===== src/rtl/lcd_pixel_packer.sv =====
// Pairs UART bytes into RGB565 pixels (high byte first), tags frame/line position
// for the panel, and queues them in a show-ahead FIFO behind a valid/ready port.
//
// state | meaning
// S_HI  | waiting for the high byte of the next pixel
// S_LO  | high byte latched, waiting for the low byte (timeout armed)
module lcd_pixel_packer #(
  parameter int DEPTH        = 16,
  parameter int H_ACTIVE     = 240,
  parameter int V_ACTIVE     = 135,
  parameter int BYTE_TIMEOUT = 27000
) (
  input  logic                     clk,
  input  logic                     resetn,
  input  logic [7:0]               rx_data,
  input  logic                     rx_valid,
  input  logic                     frame_restart,
  output logic [15:0]              pix_data,
  output logic                     pix_valid,
  input  logic                     pix_ready,
  output logic                     pix_sof,
  output logic                     pix_eol,
  output logic                     pix_eof,
  output logic [$clog2(DEPTH):0]   level,
  output logic                     overflow,
  output logic                     timeout_err
);

  localparam int AW = $clog2(DEPTH);
  localparam int LW = AW + 1;
  localparam int CW = $clog2(H_ACTIVE);
  localparam int RW = $clog2(V_ACTIVE);
  localparam int TW = $clog2(BYTE_TIMEOUT);

  localparam logic [0:0] S_HI = 1'b0;
  localparam logic [0:0] S_LO = 1'b1;

  logic [0:0]    r_state;
  logic [7:0]    r_hi;
  logic [TW-1:0] r_tmo_cnt;
  logic [CW-1:0] r_col;
  logic [RW-1:0] r_row;
  logic [18:0]   r_mem [DEPTH];
  logic [AW-1:0] r_wr_ptr;
  logic [AW-1:0] r_rd_ptr;
  logic [LW-1:0] r_level;
  logic          r_overflow;
  logic          r_timeout_err;

  logic          w_pix_done;
  logic          w_rd;
  logic          w_wr;
  logic          w_full;
  logic          w_sof;
  logic          w_eol;
  logic          w_eof;
  logic [18:0]   w_head;

  assign w_pix_done = !frame_restart && (r_state == S_LO) && rx_valid;
  assign pix_valid  = (r_level != '0);
  assign w_rd       = !frame_restart && pix_valid && pix_ready;
  assign w_full     = (r_level == LW'(DEPTH));
  // A full FIFO still takes the write when the head leaves in the same cycle.
  assign w_wr       = w_pix_done && (!w_full || w_rd);

  assign w_sof = (r_col == '0) && (r_row == '0);
  assign w_eol = (r_col == CW'(H_ACTIVE - 1));
  assign w_eof = w_eol && (r_row == RW'(V_ACTIVE - 1));

  // Timeout is a down-counter loaded at the high byte; expiry at zero.
  always_ff @(posedge clk or negedge resetn) begin
    if (!resetn) begin
      r_state       <= S_HI;
      r_hi          <= '0;
      r_tmo_cnt     <= '0;
      r_timeout_err <= 1'b0;
    end else if (frame_restart) begin
      r_state       <= S_HI;
      r_tmo_cnt     <= '0;
      r_timeout_err <= 1'b0;
    end else begin
      case (r_state)
        S_HI: begin
          if (rx_valid) begin
            r_hi      <= rx_data;
            r_tmo_cnt <= TW'(BYTE_TIMEOUT - 1);
            r_state   <= S_LO;
          end
        end
        S_LO: begin
          if (rx_valid) begin
            r_state <= S_HI;
          end else if (r_tmo_cnt == '0) begin
            r_timeout_err <= 1'b1;
            r_state       <= S_HI;
          end else begin
            r_tmo_cnt <= r_tmo_cnt - TW'(1);
          end
        end
        default: r_state <= S_HI;
      endcase
    end
  end

  // Position advances on dropped pixels too, keeping alignment with the host.
  always_ff @(posedge clk or negedge resetn) begin
    if (!resetn) begin
      r_col <= '0;
      r_row <= '0;
    end else if (frame_restart) begin
      r_col <= '0;
      r_row <= '0;
    end else if (w_pix_done) begin
      if (w_eol) begin
        r_col <= '0;
        r_row <= (r_row == RW'(V_ACTIVE - 1)) ? '0 : r_row + RW'(1);
      end else begin
        r_col <= r_col + CW'(1);
      end
    end
  end

  always_ff @(posedge clk or negedge resetn) begin
    if (!resetn) begin
      r_wr_ptr   <= '0;
      r_rd_ptr   <= '0;
      r_level    <= '0;
      r_overflow <= 1'b0;
    end else if (frame_restart) begin
      r_wr_ptr   <= '0;
      r_rd_ptr   <= '0;
      r_level    <= '0;
      r_overflow <= 1'b0;
    end else begin
      if (w_wr) r_wr_ptr <= r_wr_ptr + AW'(1);
      if (w_rd) r_rd_ptr <= r_rd_ptr + AW'(1);
      if (w_pix_done && !w_wr) r_overflow <= 1'b1;
      case ({w_wr, w_rd})
        2'b10:   r_level <= r_level + LW'(1);
        2'b01:   r_level <= r_level - LW'(1);
        default: r_level <= r_level;
      endcase
    end
  end

  always_ff @(posedge clk) begin
    if (w_wr) r_mem[r_wr_ptr] <= {w_eof, w_eol, w_sof, r_hi, rx_data};
  end

  assign w_head = r_mem[r_rd_ptr];
  assign {pix_eof, pix_eol, pix_sof, pix_data} = pix_valid ? w_head : 19'd0;

  assign level       = r_level;
  assign overflow    = r_overflow;
  assign timeout_err = r_timeout_err;

endmodule

===== config.mk =====
export PLATFORM = sky130hd
export DESIGN_NAME = lcd_pixel_packer
export DESIGN_NICKNAME = d
export VERILOG_FILES = /design/src/rtl/lcd_pixel_packer.sv
export SDC_FILE = /design/constraint.sdc
export NUM_CORES = 1
export LEC_CHECK = 0
export BUFFER_PORTS_ARGS = -buffer_cell sky130_fd_sc_hd__buf_2
export CAP_MARGIN = 15
export CORE_MARGIN = 4
export CORE_UTILIZATION = 51
export CTS_BUF_LIST = sky130_fd_sc_hd__clkbuf_16
export DETAILED_ROUTE_END_ITERATION = 12
export HOLD_SLACK_MARGIN = 0.08
export MAX_ROUTING_LAYER = met4
export PLACE_DENSITY_LB_ADDON = 0.2
export SYNTH_ARGS = -nofsm -noshare
export SYNTH_HDL_FRONTEND = slang
export SYNTH_SLANG_ARGS = --single-unit

===== constraint.sdc =====
create_clock -name clk -period 3.1 [get_ports clk]
set_input_delay 0.155 -clock clk [delete_from_list [all_inputs] [get_ports clk]]
set_output_delay 0.155 -clock clk [all_outputs]
set_load 0.01 [all_outputs]

# Yosys cells after proc, flatten, opt, wreduce, memory -nomap -nowiden
# Memories as Yosys holds them, arrays and structs flattened.
# Cells that the tools add are included.
[classes] bitwise=2 multipliers=0 div_mod_pow=0 n_reduce_logical=28 magnitude_cmp=0 n_mux=32 eq_ne=9 addsub=7 shift=0
[op_table] cell="$mux W15" count=4
[op_table] cell="$mux W8" count=7
[op_table] cell="$pmux W15 S2" count=1
[op_table] cell="$mux W19" count=1
[op_table] cell="$add A8 B1 Y8 const B" count=2
[op_table] cell="$eq A8 B8 Y1 const B" count=2
[op_table] cell="$logic_not A8 Y1" count=2
[op_table] cell="$mux W4" count=4
[op_table] cell="$logic_not A15 Y1" count=1
[op_table] cell="$sub A15 B1 Y15 const B" count=1
[op_table] cell="$reduce_bool A2 Y1" count=7
[op_table] cell="$mux W1" count=12
[op_table] cell="$pmux W5 S2" count=1
[op_table] cell="$ne A3 B3 Y1 const B" count=3
[op_table] cell="$reduce_and A3 Y1" count=3
[op_table] cell="$add A4 B1 Y4 const B" count=2
[op_table] cell="$logic_and A1 B1 Y1" count=8
[op_table] cell="$add A5 B1 Y5 const B" count=1
[op_table] cell="$eq A5 B5 Y1 const B" count=1
[op_table] cell="$mux W5" count=1
[op_table] cell="$reduce_bool A5 Y1" count=1
[op_table] cell="$sub A5 B1 Y5 const B" count=1
[op_table] cell="$logic_not A1 Y1" count=3
[op_table] cell="$reduce_bool A3 Y1" count=1
[op_table] cell="7 further kinds" count=8
[word_totals] regBits=55 ramBits=304 latchBits=0 romBits=0 n_memories=1 word_cells=89
[memory_table] memory="r_mem" depth=16 word_bits=19 rd=1 rd_clocked_by_memory_dff=0 wr=1 line_no="43" rtl="logic [18:0] r_mem [DEPTH];"

# Longest topological paths before layout
# Gate-level depths: netlist (run 1).
[depth] ltp_word=9 depth_mapped=11 ltp_nobuf=9

# Least setup slack after synthesis (run 1)
# Ideal clock, no wire load.
[synth_timing] path_type="reg2reg" start="register r_level[0] (netlist: level[0])" end="memory r_mem[3][0], enable pin" setup_slack_ns=-0.086 arrival_time_ns=2.742 required_ns=2.656 path_buffers=1 setup_ns=0.444 stages_incl_launch_ff=5 cell_sequence="dfrtp_1 > or4_1 > buf_6 > o21ai_1 > nor4_1"
[synth_between] elab_chain_len=7 elab_cells_between_ends=9 classes_between="eq/ne (1); mux (2); reduce/logical (6)"
[synth_lines] item="from (decl)" line_no="46" rtl="logic [LW-1:0] r_level;"
[synth_lines] item="from (signal assigned)" line_no="139" rtl="2'b10: r_level <= r_level + LW'(1);"
[synth_lines] item="from (signal assigned)" line_no="140" rtl="2'b01: r_level <= r_level - LW'(1);"
[synth_lines] item="from (signal assigned)" line_no="141" rtl="default: r_level <= r_level;"
[synth_lines] item="$reduce_bool A5 Y1" line_no="60" rtl="assign pix_valid = (r_level != '0);"
[synth_lines] item="$logic_and A1 B1 Y1 (2 in series)" line_no="61" rtl="assign w_rd = !frame_restart && pix_valid && pix_ready;"
[synth_lines] item="$logic_or A1 B1 Y1 *" line_no="64" rtl="assign w_wr = w_pix_done && (!w_full || w_rd);"
[synth_lines] item="$logic_and A1 B1 Y1 *" line_no="64"
[synth_lines] item="$mux W1 *" line_no="147" rtl="if (w_wr) r_mem[r_wr_ptr] <= {w_eof, w_eol, w_sof, r_hi, rx_data};"
[synth_lines] item="$mux W1 (not written as such) *" line_no="147"
[synth_lines] item="to (decl)" line_no="43"
# Every way passes the cells marked *; elsewhere a longest branch is shown, timed or not.

# Worst setup path after layout (run 1)
[layout_timing] start="register r_rd_ptr[0]" end="output pix_data[3]"
[layout_between] elab_chain_len=2
[layout_lines] item="from (decl)" line_no="45" rtl="logic [AW-1:0] r_rd_ptr;"
[layout_lines] item="from (signal assigned)" line_no="136" rtl="if (w_rd) r_rd_ptr <= r_rd_ptr + AW'(1);"
[layout_lines] item="$mem_v2 Z16 W19"
[layout_lines] item="$mux W19" line_no="151" rtl="assign {pix_eof, pix_eol, pix_sof, pix_data} = pix_valid ? w_head : 19'd0;"
[layout_lines] item="to (decl)" line_no="18" rtl="output logic [15:0] pix_data,"
# Every way passes these cells.

==> impl_metrics.csv, run 1 <==
group,metric,value,unit
synth,synth_common_cells,"edfxtp_1, mux4_2, dfrtp_1, mux2i_1, nor2_1",
global_routing,grt_pass1_wl,49900,microns
clock_tree,clk_pin_slew,0.06,ns
die,core,28800,sq um
power,internal_power,9.00,mW
timing,hold_violations,0,
worst_setup_path,start_kind,"register",
clock_tree,cts_made_buffers,37,
timing,fin_crit,2.87,ns
timing,rsz0062_at_grt,"false",
place,hpwl,19500,microns
place,dp.cells,1250,
cells_and_area,final_util,0.594,
synth,syn_inst,842,
power,leakage,5.72,nW
synth,netlist_area,14900,sq um
global_routing,grt_start_max_net_pins,49,
detailed_routing,drtIter0Drc,714,
die,pin_count,40,
global_routing,grt_usage,0.211,
synth,yosys-top-cells-area,"edfxtp_1, mux4_2, dfrtp_1",
place,place_congestion,0.876,
detailed_routing,totalWireLength,31600,microns
die,rows,62,
worst_setup_path,r2r-end,"level[4]",
timing,fmax,0.349,GHz
timing,whs,0.113,ns
detailed_routing,detail-route-antenna-nets,0,
die,start_util,0.519,
clock_tree,htreeDepth,2,
detailed_routing,first_pass_iters,5,
global_routing,grt_pass1_vias,8455,
min_path,holdPathStages,3,
worst_setup_path,worstSetupEndpointType,"output pin",
timing,worst_slew_pin_slew,1.12,ns
die,die-area,32100,sq um
detailed_routing,vias,8059,
global_routing,grt.overflow.total,0,
detailed_routing,via_per_inst,6.05,
worst_setup_path,critPathRequiredTime,2.94,ns
worst_setup_path,r2r-start,"level[0]",
power,power_frac_comb,0.192,
place,portBuffers,39,
clock_tree,cts_tree,"yes",
clock_tree,insertion_delay,0.51,ns
timing,drv_slew,0,
clock_tree,ctsResizeCount,0,
timing,timing.final.crit_share,0.925,
synth,async_flop_share,0.153,
cells_and_area,final_nets,950,
worst_setup_path,ff2ff_setup_slack,0.41,ns
place,pre_cts_ws,0.423,ns
power,max-vdd-ir-drop,0.368,mV
power,power.switching,3.19,mW
min_path,hold_path.startpoint,"rx_valid",
worst_setup_path,path_class,"reg2out",
cells_and_area,final-instance-count-excl-fill,1333,
global_routing,grt.met3_usage,0.0272,
synth,yosys_warnings,0,
die,die_h,179,microns
clock_tree,cts-root-buf,"clkbuf_16",
detailed_routing,drc,0,
timing,tns,0,ns
synth,ys_seq_area_frac,0.703,
run,maxCapViolCount,0,
worst_setup_path,cp_max_fo,26,
power,power_density,713,nW/um^2
global_routing,top_usage_layer,"met2",
die,fp.dieW,179,microns
timing,setup_ws,0.234,ns
power,seqPwrFrac,0.468,
timing,slew_headroom,0.250,
power,power_frac_clock,0.340,
cells_and_area,nFillCells,2078,
global_routing,grt_antenna_before_repair,1,
synth,synth_edf_count,304,
power,power_switching_share,0.261,
worst_setup_path,r2r_cells,9,
synth,synth_area_per_cell,17.7,sq um
min_path,hold_path_end,"r_tmo_cnt[3]",
global_routing,grt_util_met2,0.345,
synth,yosysMostFrequentCell,"edfxtp_1",
outcome,status,"complete, no violations",
timing,fin_skew,0.0148,ns
synth,ys.flop_type,"edfxtp_1",
synth,syn-num-nets,871,
cells_and_area,layout-drive-gt1-share,0.252,
timing,setup_viol,0,
min_path,hold_path.class,"in2reg",
clock_tree,cts_buffer_depth,3,
cells_and_area,syn2layout_area_growth,14.4,%
synth,synth_cell_types,64,
global_routing,met1_usage,0.293,
worst_setup_path,cp.arrival,2.71,ns
synth,synth_top_area_frac,0.611,
synth,yosys.area.top_type,"edfxtp_1",
detailed_routing,post_drt_wl_per_cell,23.7,microns
clock_tree,cts_sinks,359,
synth,ys_ff_latch,359,
-- timing repair --
action                    CTS  global route
setup buffers               0             0
hold endpoints to repair  161             0
hold buffers               10             0
-- state kept, by name, indices dropped and copies added, names as in the netlist, 4 cells and up --
register and cells:
r_wr_ptr 4, level 5, r_tmo_cnt 15, r_rd_ptr 4
r_mem 304, r_row 8, r_col 8, r_hi 8
-- cells in the final DEF, fill, tap and decap left out, types with 5 or more instances in the layout --
| cell | synthesis | layout |
|---|---|---|
| buf_2 | 15 | 39 |
| xor2_1 | 6 | 6 |
| nand4_1 | 10 | 10 |
| nor4_2 | 1 | 6 |
| nand2b_1 | 5 | 5 |
| dlygate4sd3_1 | 0 | 10 |
| buf_12 | 0 | 8 |
| nor3_1 | 6 | 6 |
| mux2i_1 | 43 | 43 |
| or4_1 | 5 | 5 |
| o22ai_1 | 21 | 21 |
| a21oi_1 | 19 | 19 |
| nor4_1 | 11 | 6 |
| clkinv_2 | 0 | 5 |
| inv_1 | 23 | 33 |
| o211ai_1 | 6 | 6 |
| nand2_1 | 19 | 19 |
| clkinv_1 | 1 | 8 |
| and3_1 | 12 | 12 |
| mux2_2 | 12 | 12 |
| dfrtp_1 | 55 | 52 |
| ha_1 | 15 | 15 |
| buf_8 | 0 | 5 |
| and2_1 | 11 | 11 |
| buf_4 | 2 | 24 |
| o21ai_0 | 19 | 19 |
| nor2_1 | 33 | 29 |
| a211oi_1 | 9 | 9 |
| edfxtp_1 | 304 | 304 |
| clkbuf_16 | 0 | 37 |
| nand3_1 | 17 | 17 |
| mux4_2 | 76 | 76 |
-- how the worst max path moves through the flow --
stage	endpoint	depth (start not counted)	from	slack, ns
after global routing	pix_data[4]	5	r_rd_ptr[0]	0.02
after global placement	level[4]	9	level[0]	0.50
after CTS	pix_data[4]	5	r_rd_ptr[0]	0.14
after detailed placement	r_mem[4][8]	4	level[0]	0.42
after floorplan	r_mem[3][0]	4	level[0]	-0.09
final	pix_data[3]	5	r_rd_ptr[0]	0.23
-- layout make-up --
type                       count  area, sq um  area share
antenna                        1         2.50    0.000146
clock buffer                  37          926      0.0542
clock inverter                29          211      0.0124
inverter                      24         90.1     0.00527
multi-input combinational    412         4140       0.242
sequential                   359        10500       0.615
tap                          384          480      0.0281
timing repair buffer          87          738      0.0432
-- kinds of logic (layout without fill, tap and decap cells) --
| logic type | Yosys count | count (layout) | share of synthesized area |
|---|---|---|---|
| adder cells (fa/ha/maj) | 16 | 16 | 0.0139 |
| multiplexers | 132 | 132 | 0.153 |
| buffers and inverters | 71 | 177 | 0.0227 |
| XOR/XNOR | 8 | 8 | 0.00469 |
| other | 0 | 1 | 0 |
| flip-flops | 359 | 359 | 0.703 |
| AND/OR/NAND/NOR | 157 | 157 | 0.0588 |
| AO/OA/AOI/OAI | 99 | 99 | 0.0433 |
-- metal layers --
metal	vias up	part of all wire
met2	211	0.51
li1	3565	-
met4	0	0.013
met3	32	0.043
met1	4251	0.44
met5	-	0
-- power groups by stage --
stage,logic (mW),clock network (mW),registers (mW)
after floorplan,1.73,0,5.60
after global placement,2.35,0,5.79
after detailed placement,2.37,0,5.81
after CTS,2.39,4.23,5.70
after global routing,2.55,4.43,5.73
final,2.34,4.15,5.70
-- critical path: stages (launching register included) --
cell and delay [ns]:
dfrtp_4 0.81, buf_4 0.39, mux4_2 0.54, mux2i_1 0.17
o22ai_1 0.12, buf_2 0.16
-- per-stage QoR --
stage | power (mW) | cell area [sq um]
CTS | 12.3 | 17000
floorplan | 7.34 | 14900
finish | 12.2 | 17100
detailed placement | 8.18 | 15800
global placement | 8.14 | 15800
global route | 12.7 | 17100
Power figures use the tool's default switching activity.
==> inputs of run 2 (changes only) <==
--- a/config.mk
+++ b/config.mk
@@ -5,6 +5,7 @@
 export SDC_FILE = /design/constraint.sdc
 export NUM_CORES = 1
 export LEC_CHECK = 0
+export ABC_AREA = 1
 export BUFFER_PORTS_ARGS = -buffer_cell sky130_fd_sc_hd__buf_2
 export CAP_MARGIN = 15
 export CORE_MARGIN = 4
==> run 2 against run 1 <==
Fmax rose by 4.5%. Hold slack got worse by 0.015 ns. Non-clock buffer count rose by 5. Critical path type unchanged. Power rose by 7.3%. Core utilization fell by 0.56 points. Combinational power rose by 29%.
==> impl_metrics.csv, run 2 <==
group,metric,value,unit
outcome,status,"complete, no violations",
timing,setup_ws,0.357,ns
timing,setup_viol,0,
worst_setup_path,worstSetupEndpointType,"output pin",
synth,synth_edf_count,304,
synth,yosys.area.top_type,"edfxtp_1",
worst_setup_path,critPathRequiredTime,2.94,ns
place,placed_cell_area,16200,sq um
synth,synth_common_cells,"edfxtp_1, nand2_1, nor2_1, o21ai_0, a21oi_1",
global_routing,grt_pass1_vias,9937,
synth,synth_xor_area_frac,0.00398,
detailed_routing,post_drt_wl_per_cell,19.4,microns
synth,syn-num-nets,1411,
cells_and_area,layout-drive-gt1-share,0.132,
timing,fmax,0.365,GHz
synth,ys_seq_area_frac,0.682,
global_routing,grt_usage,0.225,
place,place_congestion,0.904,
place,dp.cells,1795,
synth,synth-compound-area-share,0.0911,
worst_setup_path,cp_max_fo,36,
detailed_routing,via_per_inst,5.59,
die,die_h,182,microns
place,portBuffers,39,
synth,synth_cell_types,41,
run,maxCapViolCount,0,
cells_and_area,top_register,"r_mem",
timing,tns,0,ns
die,rows,63,
global_routing,grt_start_max_net_pins,122,
clock_tree,cts_tree,"yes",
clock_tree,cts_hold_buf,5,
power,power.switching,4.08,mW
die,core,29700,sq um
synth,netlist_area,15400,sq um
die,die-area,33000,sq um
global_routing,grt.overflow.total,0,
worst_setup_path,cp.arrival,2.59,ns
synth,synth_area_per_cell,11.1,sq um
clock_tree,cts_sinks,359,
cells_and_area,final-instance-count-excl-fill,1867,
detailed_routing,detail-route-antenna-nets,0,
global_routing,grt_pass1_wl,56900,microns
clock_tree,cts_buffer_depth,3,
timing,timing.final.crit_share,0.885,
synth,ys.flop_type,"edfxtp_1",
detailed_routing,first_pass_iters,5,
synth,ys_ff_latch,359,
power,power_switching_share,0.312,
synth,synthSimpleGateAreaFrac,0.150,
clock_tree,insertion_delay,0.53,ns
timing,drv_slew,0,
cells_and_area,final_util,0.588,
place,hpwl,22900,microns
synth,yosysMostFrequentCell,"edfxtp_1",
cells_and_area,top_regs,"r_mem x304, r_tmo_cnt x15",
power,power_frac_clock,0.340,
min_path,hold_path.class,"in2reg",
worst_setup_path,start_kind,"register",
cells_and_area,final_area,17500,sq um
synth,synth_top_family_by_area,"simple AND/OR/NAND/NOR gates",
cells_and_area,syn2layout_area_growth,13.6,%
die,start_util,0.518,
cells_and_area,final_nets,1480,
synth,async_flop_share,0.153,
synth,synth.area.mux_share,0.0176,
clock_tree,ctsResizeCount,0,
timing,fin_crit,2.74,ns
power,leakage,6.85,nW
clock_tree,htreeDepth,2,
power,internal_power,9.00,mW
clock_tree,cts-root-buf,"clkbuf_16",
synth,syn_inst,1382,
die,pin_count,40,
synth,yosys-top-cells-area,"edfxtp_1, dfrtp_1, nand2_1",
clock_tree,clk_pin_slew,0.06,ns
cells_and_area,layout_commonest_cell,"edfxtp_1",
power,max-vdd-ir-drop,0.462,mV
synth,synth_adder_area_share,0.0135,
clock_tree,cts_setup_buffers,0,
detailed_routing,drtIter0Drc,1016,
timing,slew_headroom,0.436,
global_routing,grt_antenna_before_repair,0,
cells_and_area,largest_reg_flops,304,
clock_tree,cts_made_buffers,39,
timing,rsz0062_at_grt,"false",
timing,hold_violations,0,
die,fp.dieW,182,microns
cells_and_area,mostFrequentLayoutCells,"edfxtp_1, nand2_1, nor2_1",
power,seqPwrFrac,0.430,
detailed_routing,vias,10400,
synth,yosys_warnings,0,
detailed_routing,drc,0,
synth,synth_top_area_frac,0.593,
cells_and_area,diodes,0,
place,pre_cts_ws,0.878,ns
power,power_density,748,nW/um^2
timing,worst_slew_pin_slew,0.845,ns
worst_setup_path,path_class,"reg2out",
power,power_frac_comb,0.230,
detailed_routing,totalWireLength,36300,microns
timing,fin_skew,0.0222,ns
==> run 2: cell types whose count changed after synthesis, sizes merged, moves of 8 or more <==
| cell | previous run | this run |
|---|---|---|
| a211oi | 9 | 1 |
| a21oi | 19 | 87 |
| and2 | 11 | 1 |
| and3 | 12 | 0 |
| buf | 20 | 36 |
| inv | 23 | 80 |
| mux2i | 43 | 18 |
| mux4 | 76 | 0 |
| nand2 | 19 | 299 |
| nand3 | 17 | 66 |
| nor2 | 33 | 174 |
| nor4 | 12 | 1 |
| o21ai | 21 | 136 |
| o22ai | 21 | 40 |
==> run 2: area by class of cell <==
type | instances | area [sq um]
multi-input combinational | 878 | 4300
inverter | 81 | 309
fill | 2449 | 12200
clock buffer | 39 | 976
sequential | 359 | 10500
timing repair buffer | 92 | 668
clock inverter | 28 | 238
tap | 390 | 488
==> run 2: routing by layer <==
metal | vias to the layer above | global-route usage | routed length (microns)
met2 | 372 | 0.352 | 17000
met4 | 0 | 0.0441 | 638
met1 | 5049 | 0.319 | 16200
met5 | - | - | 0
met3 | 50 | 0.0369 | 2540
li1 | 4959 | - | -
==> run 2: power by group through the flow <==
stage | Clock (mW) | Combinational (mW) | Sequential [mW]
after floorplan | 0 | 1.97 | 5.64
after global placement | 0 | 2.98 | 5.72
after detailed placement | 0 | 3.00 | 5.73
after CTS | 4.52 | 3.01 | 5.63
after global routing | 4.72 | 3.34 | 5.65
final | 4.44 | 3.01 | 5.63
==> run 2: worst max-delay path, cell delays in order (launching register included) <==
cell     delay, ns
dfrtp_4       0.50
inv_4         0.26
buf_12        0.24
buf_4         0.18
o21ai_0       0.08
o22ai_1       0.14
nand2_1       0.06
nand2_1       0.10
nand2_1       0.09
nor2_1        0.19
buf_2         0.19
==> run 2: worst paths after layout <==
| check | startpoint | to | slack [ns] | depth (start not counted) |
|---|---|---|---|---|
| min in group asynchronous | resetn | r_tmo_cnt[7] | 0.24 | 2 |
| setup / recovery | r_rd_ptr[0] | pix_eof | 0.36 | 10 |
| hold / removal | rx_data[5] | r_mem[2][5] | 0.1 | 1 |
| setup reg to reg | level[4] | r_mem[1][1] | 0.81 | 9 |
| hold reg to reg | r_tmo_cnt[1] | r_tmo_cnt[1] | 0.51 | 2 |
| max in group asynchronous | resetn | r_wr_ptr[1] | 2.24 | 3 |
==> run 2: kinds of logic after synthesis <==
| logic type | count (synthesis) |
|---|---|
| fa+ha+maj | 16 |
| buf+inv | 145 |
| flops | 359 |
| mux | 26 |
| simple gates | 563 |
| xor+xnor | 7 |
| compound gates | 266 |
==> run 2: metrics by stage <==
step / power, mW / hold slack (ns)
floorplan: 7.61 / -0.141
global placement: 8.70 / 0.290
detailed placement: 8.72 / 0.288
CTS: 13.2 / 0.0804
global route: 13.7 / 0.0807
finish: 13.1 / 0.0976
==> inputs of run 3 (changes only) <==
--- a/config.mk
+++ b/config.mk
@@ -13,7 +13,6 @@
 export CTS_BUF_LIST = sky130_fd_sc_hd__clkbuf_16
 export DETAILED_ROUTE_END_ITERATION = 12
 export HOLD_SLACK_MARGIN = 0.08
-export MAX_ROUTING_LAYER = met4
 export PLACE_DENSITY_LB_ADDON = 0.2
 export SYNTH_ARGS = -nofsm -noshare
 export SYNTH_HDL_FRONTEND = slang
==> run 3 against run 2 <==
Global-route usage is 0.52 points lower. Critical path depth fell by 1. Sequential share of layout area about the same. Cell count did not move. Combinational power is 2% lower. Sequential cell count stayed put. Sequential power is 1% higher.
==> impl_metrics.csv, run 3 (synthesis gave the netlist of run 2 again) <==
group,metric,value,unit
die,rows,63,
timing,setup_viol,0,
timing,setup_ws,0.201,ns
timing,tns,0,ns
detailed_routing,first_pass_iters,5,
cells_and_area,final-instance-count-excl-fill,1867,
timing,worst_slew_pin_slew,0.839,ns
global_routing,grt_pass1_vias,10100,
min_path,hold_path_end,"r_rd_ptr[0]",
detailed_routing,post_drt_wl_per_cell,19.4,microns
cells_and_area,top_regs,"r_mem x304, r_tmo_cnt x15",
global_routing,grt_pass1_wl,57100,microns
power,power_density,748,nW/um^2
detailed_routing,detail-route-antenna-nets,0,
timing,timing.final.crit_share,0.935,
die,fp.dieW,182,microns
power,power_frac_clock,0.339,
clock_tree,cts_tree,"yes",
timing,fin_skew,0.0167,ns
place,pre_cts_ws,0.604,ns
clock_tree,clk_pin_slew,0.06,ns
worst_setup_path,worstSetupEndpointType,"output pin",
power,power_switching_share,0.312,
worst_setup_path,r2r_cells,10,
detailed_routing,drc,0,
worst_setup_path,cp.arrival,2.74,ns
global_routing,grt_usage,0.220,
die,core,29700,sq um
min_path,hold_path.class,"in2reg",
clock_tree,cts_buffer_depth,3,
power,total_power,13.1,mW
timing,fin_crit,2.90,ns
power,leakage,6.86,nW
power,internal_power,9.01,mW
timing,drv_slew,0,
worst_setup_path,r2r-end,"r_mem[7][6]",
worst_setup_path,path_class,"reg2out",
cells_and_area,final_area,17500,sq um
global_routing,grt_antenna_before_repair,0,
die,start_util,0.518,
detailed_routing,vias,10400,
place,dp.cells,1791,
die,die_h,182,microns
timing,rsz0062_at_grt,"false",
cells_and_area,final_nets,1478,
clock_tree,cts-root-buf,"clkbuf_16",
clock_tree,htreeDepth,2,
clock_tree,cts_setup_buffers,0,
power,seqPwrFrac,0.435,
worst_setup_path,critPathRequiredTime,2.94,ns
worst_setup_path,r2r-start,"level[4]",
outcome,status,"complete, no violations",
timing,slew_headroom,0.441,
cells_and_area,syn2layout_area_growth,13.6,%
min_path,holdPathStages,4,
cells_and_area,diodes,0,
cells_and_area,mostFrequentLayoutCells,"edfxtp_1, nand2_1, nor2_1",
detailed_routing,drtIter0Drc,982,
place,place_congestion,0.866,
place,portBuffers,39,
timing,fmax,0.345,GHz
power,power_frac_comb,0.226,
clock_tree,cts_made_buffers,38,
detailed_routing,via_per_inst,5.55,
detailed_routing,totalWireLength,36200,microns
cells_and_area,layout_commonest_cell,"edfxtp_1",
worst_setup_path,start_kind,"register",
die,pin_count,40,
global_routing,grt_start_max_net_pins,47,
power,max-vdd-ir-drop,0.589,mV
cells_and_area,largest_reg_flops,304,
clock_tree,insertion_delay,0.53,ns
timing,hold_violations,0,
place,hpwl,22200,microns
die,die-area,33000,sq um
cells_and_area,top_register,"r_mem",
min_path,hold_path.startpoint,"pix_ready",
place,placed_cell_area,16200,sq um
worst_setup_path,ff2ff_setup_slack,0.58,ns
clock_tree,cts_sinks,359,
worst_setup_path,cp_max_fo,44,
run,maxCapViolCount,0,
cells_and_area,layout-drive-gt1-share,0.130,
global_routing,grt.overflow.total,0,
power,power.switching,4.07,mW
[run 3: worst max-delay path, cell delays in order (launching register included)]
cell	delay [ns]
dfrtp_4	0.67
inv_4	0.33
buf_12	0.26
o21ai_0	0.11
o22ai_1	0.24
nand2_1	0.09
nand2_1	0.09
nand2_1	0.06
nor2_1	0.19
buf_2	0.17
[run 3: routing by layer]
metal  global-route usage  part of all wire  vias up
met3               0.0441             0.072       61
met4               0.0522             0.021        0
met2                0.354              0.47      342
li1                     -                 -     4949
met1                0.314              0.44     5009
met5                    0                 0        -
[run 3: repair_timing]
action                                 in CTS  in global routing
gates resized for setup                     0                  1
hold buffers                                8                  0
endpoints found under the hold margin     104                  0
setup endpoints to repair                   0                  1
[run 3: power groups by stage]
| stage | sequential [mW] | combinational, mW | clock (mW) |
|---|---|---|---|
| 2_1_floorplan | 5.64 | 1.97 | 0 |
| 3_3_place_gp | 5.79 | 2.92 | 0 |
| 3_5_place_dp | 5.79 | 2.96 | 0 |
| 4_1_cts | 5.69 | 2.98 | 4.51 |
| 5_1_grt | 5.72 | 3.29 | 4.75 |
| 6_report | 5.69 | 2.95 | 4.43 |
[run 3: cell type report]
class / instances / area (sq um)
clock buffers: 39 / 976
well taps: 390 / 488
inverters: 81 / 309
clock inverters: 29 / 244
fillers: 2412 / 12200
flip-flops and latches: 359 / 10500
multi-input cells: 878 / 4300
repair buffers: 91 / 672
[run 3: how the worst max path moves through the flow]
stage / start / endpoint
floorplan: level[4] / r_mem[0][0]
CTS: r_rd_ptr[0] / pix_sof
global placement: level[4] / r_mem[14][10]
detailed placement: level[4] / r_mem[7][11]
finish: r_rd_ptr[0] / pix_data[4]
global route: r_rd_ptr[0] / pix_sof
[run 3: through the flow]
| stage | hold WS [ns] | utilization |
|---|---|---|
| 6_report | 0.0844 | 0.589 |
| 3_3_place_gp | 0.307 | 0.545 |
| 4_1_cts | 0.0809 | 0.589 |
| 3_5_place_dp | 0.315 | 0.545 |
| 5_1_grt | 0.0959 | 0.589 |
| 2_1_floorplan | -0.141 | - |
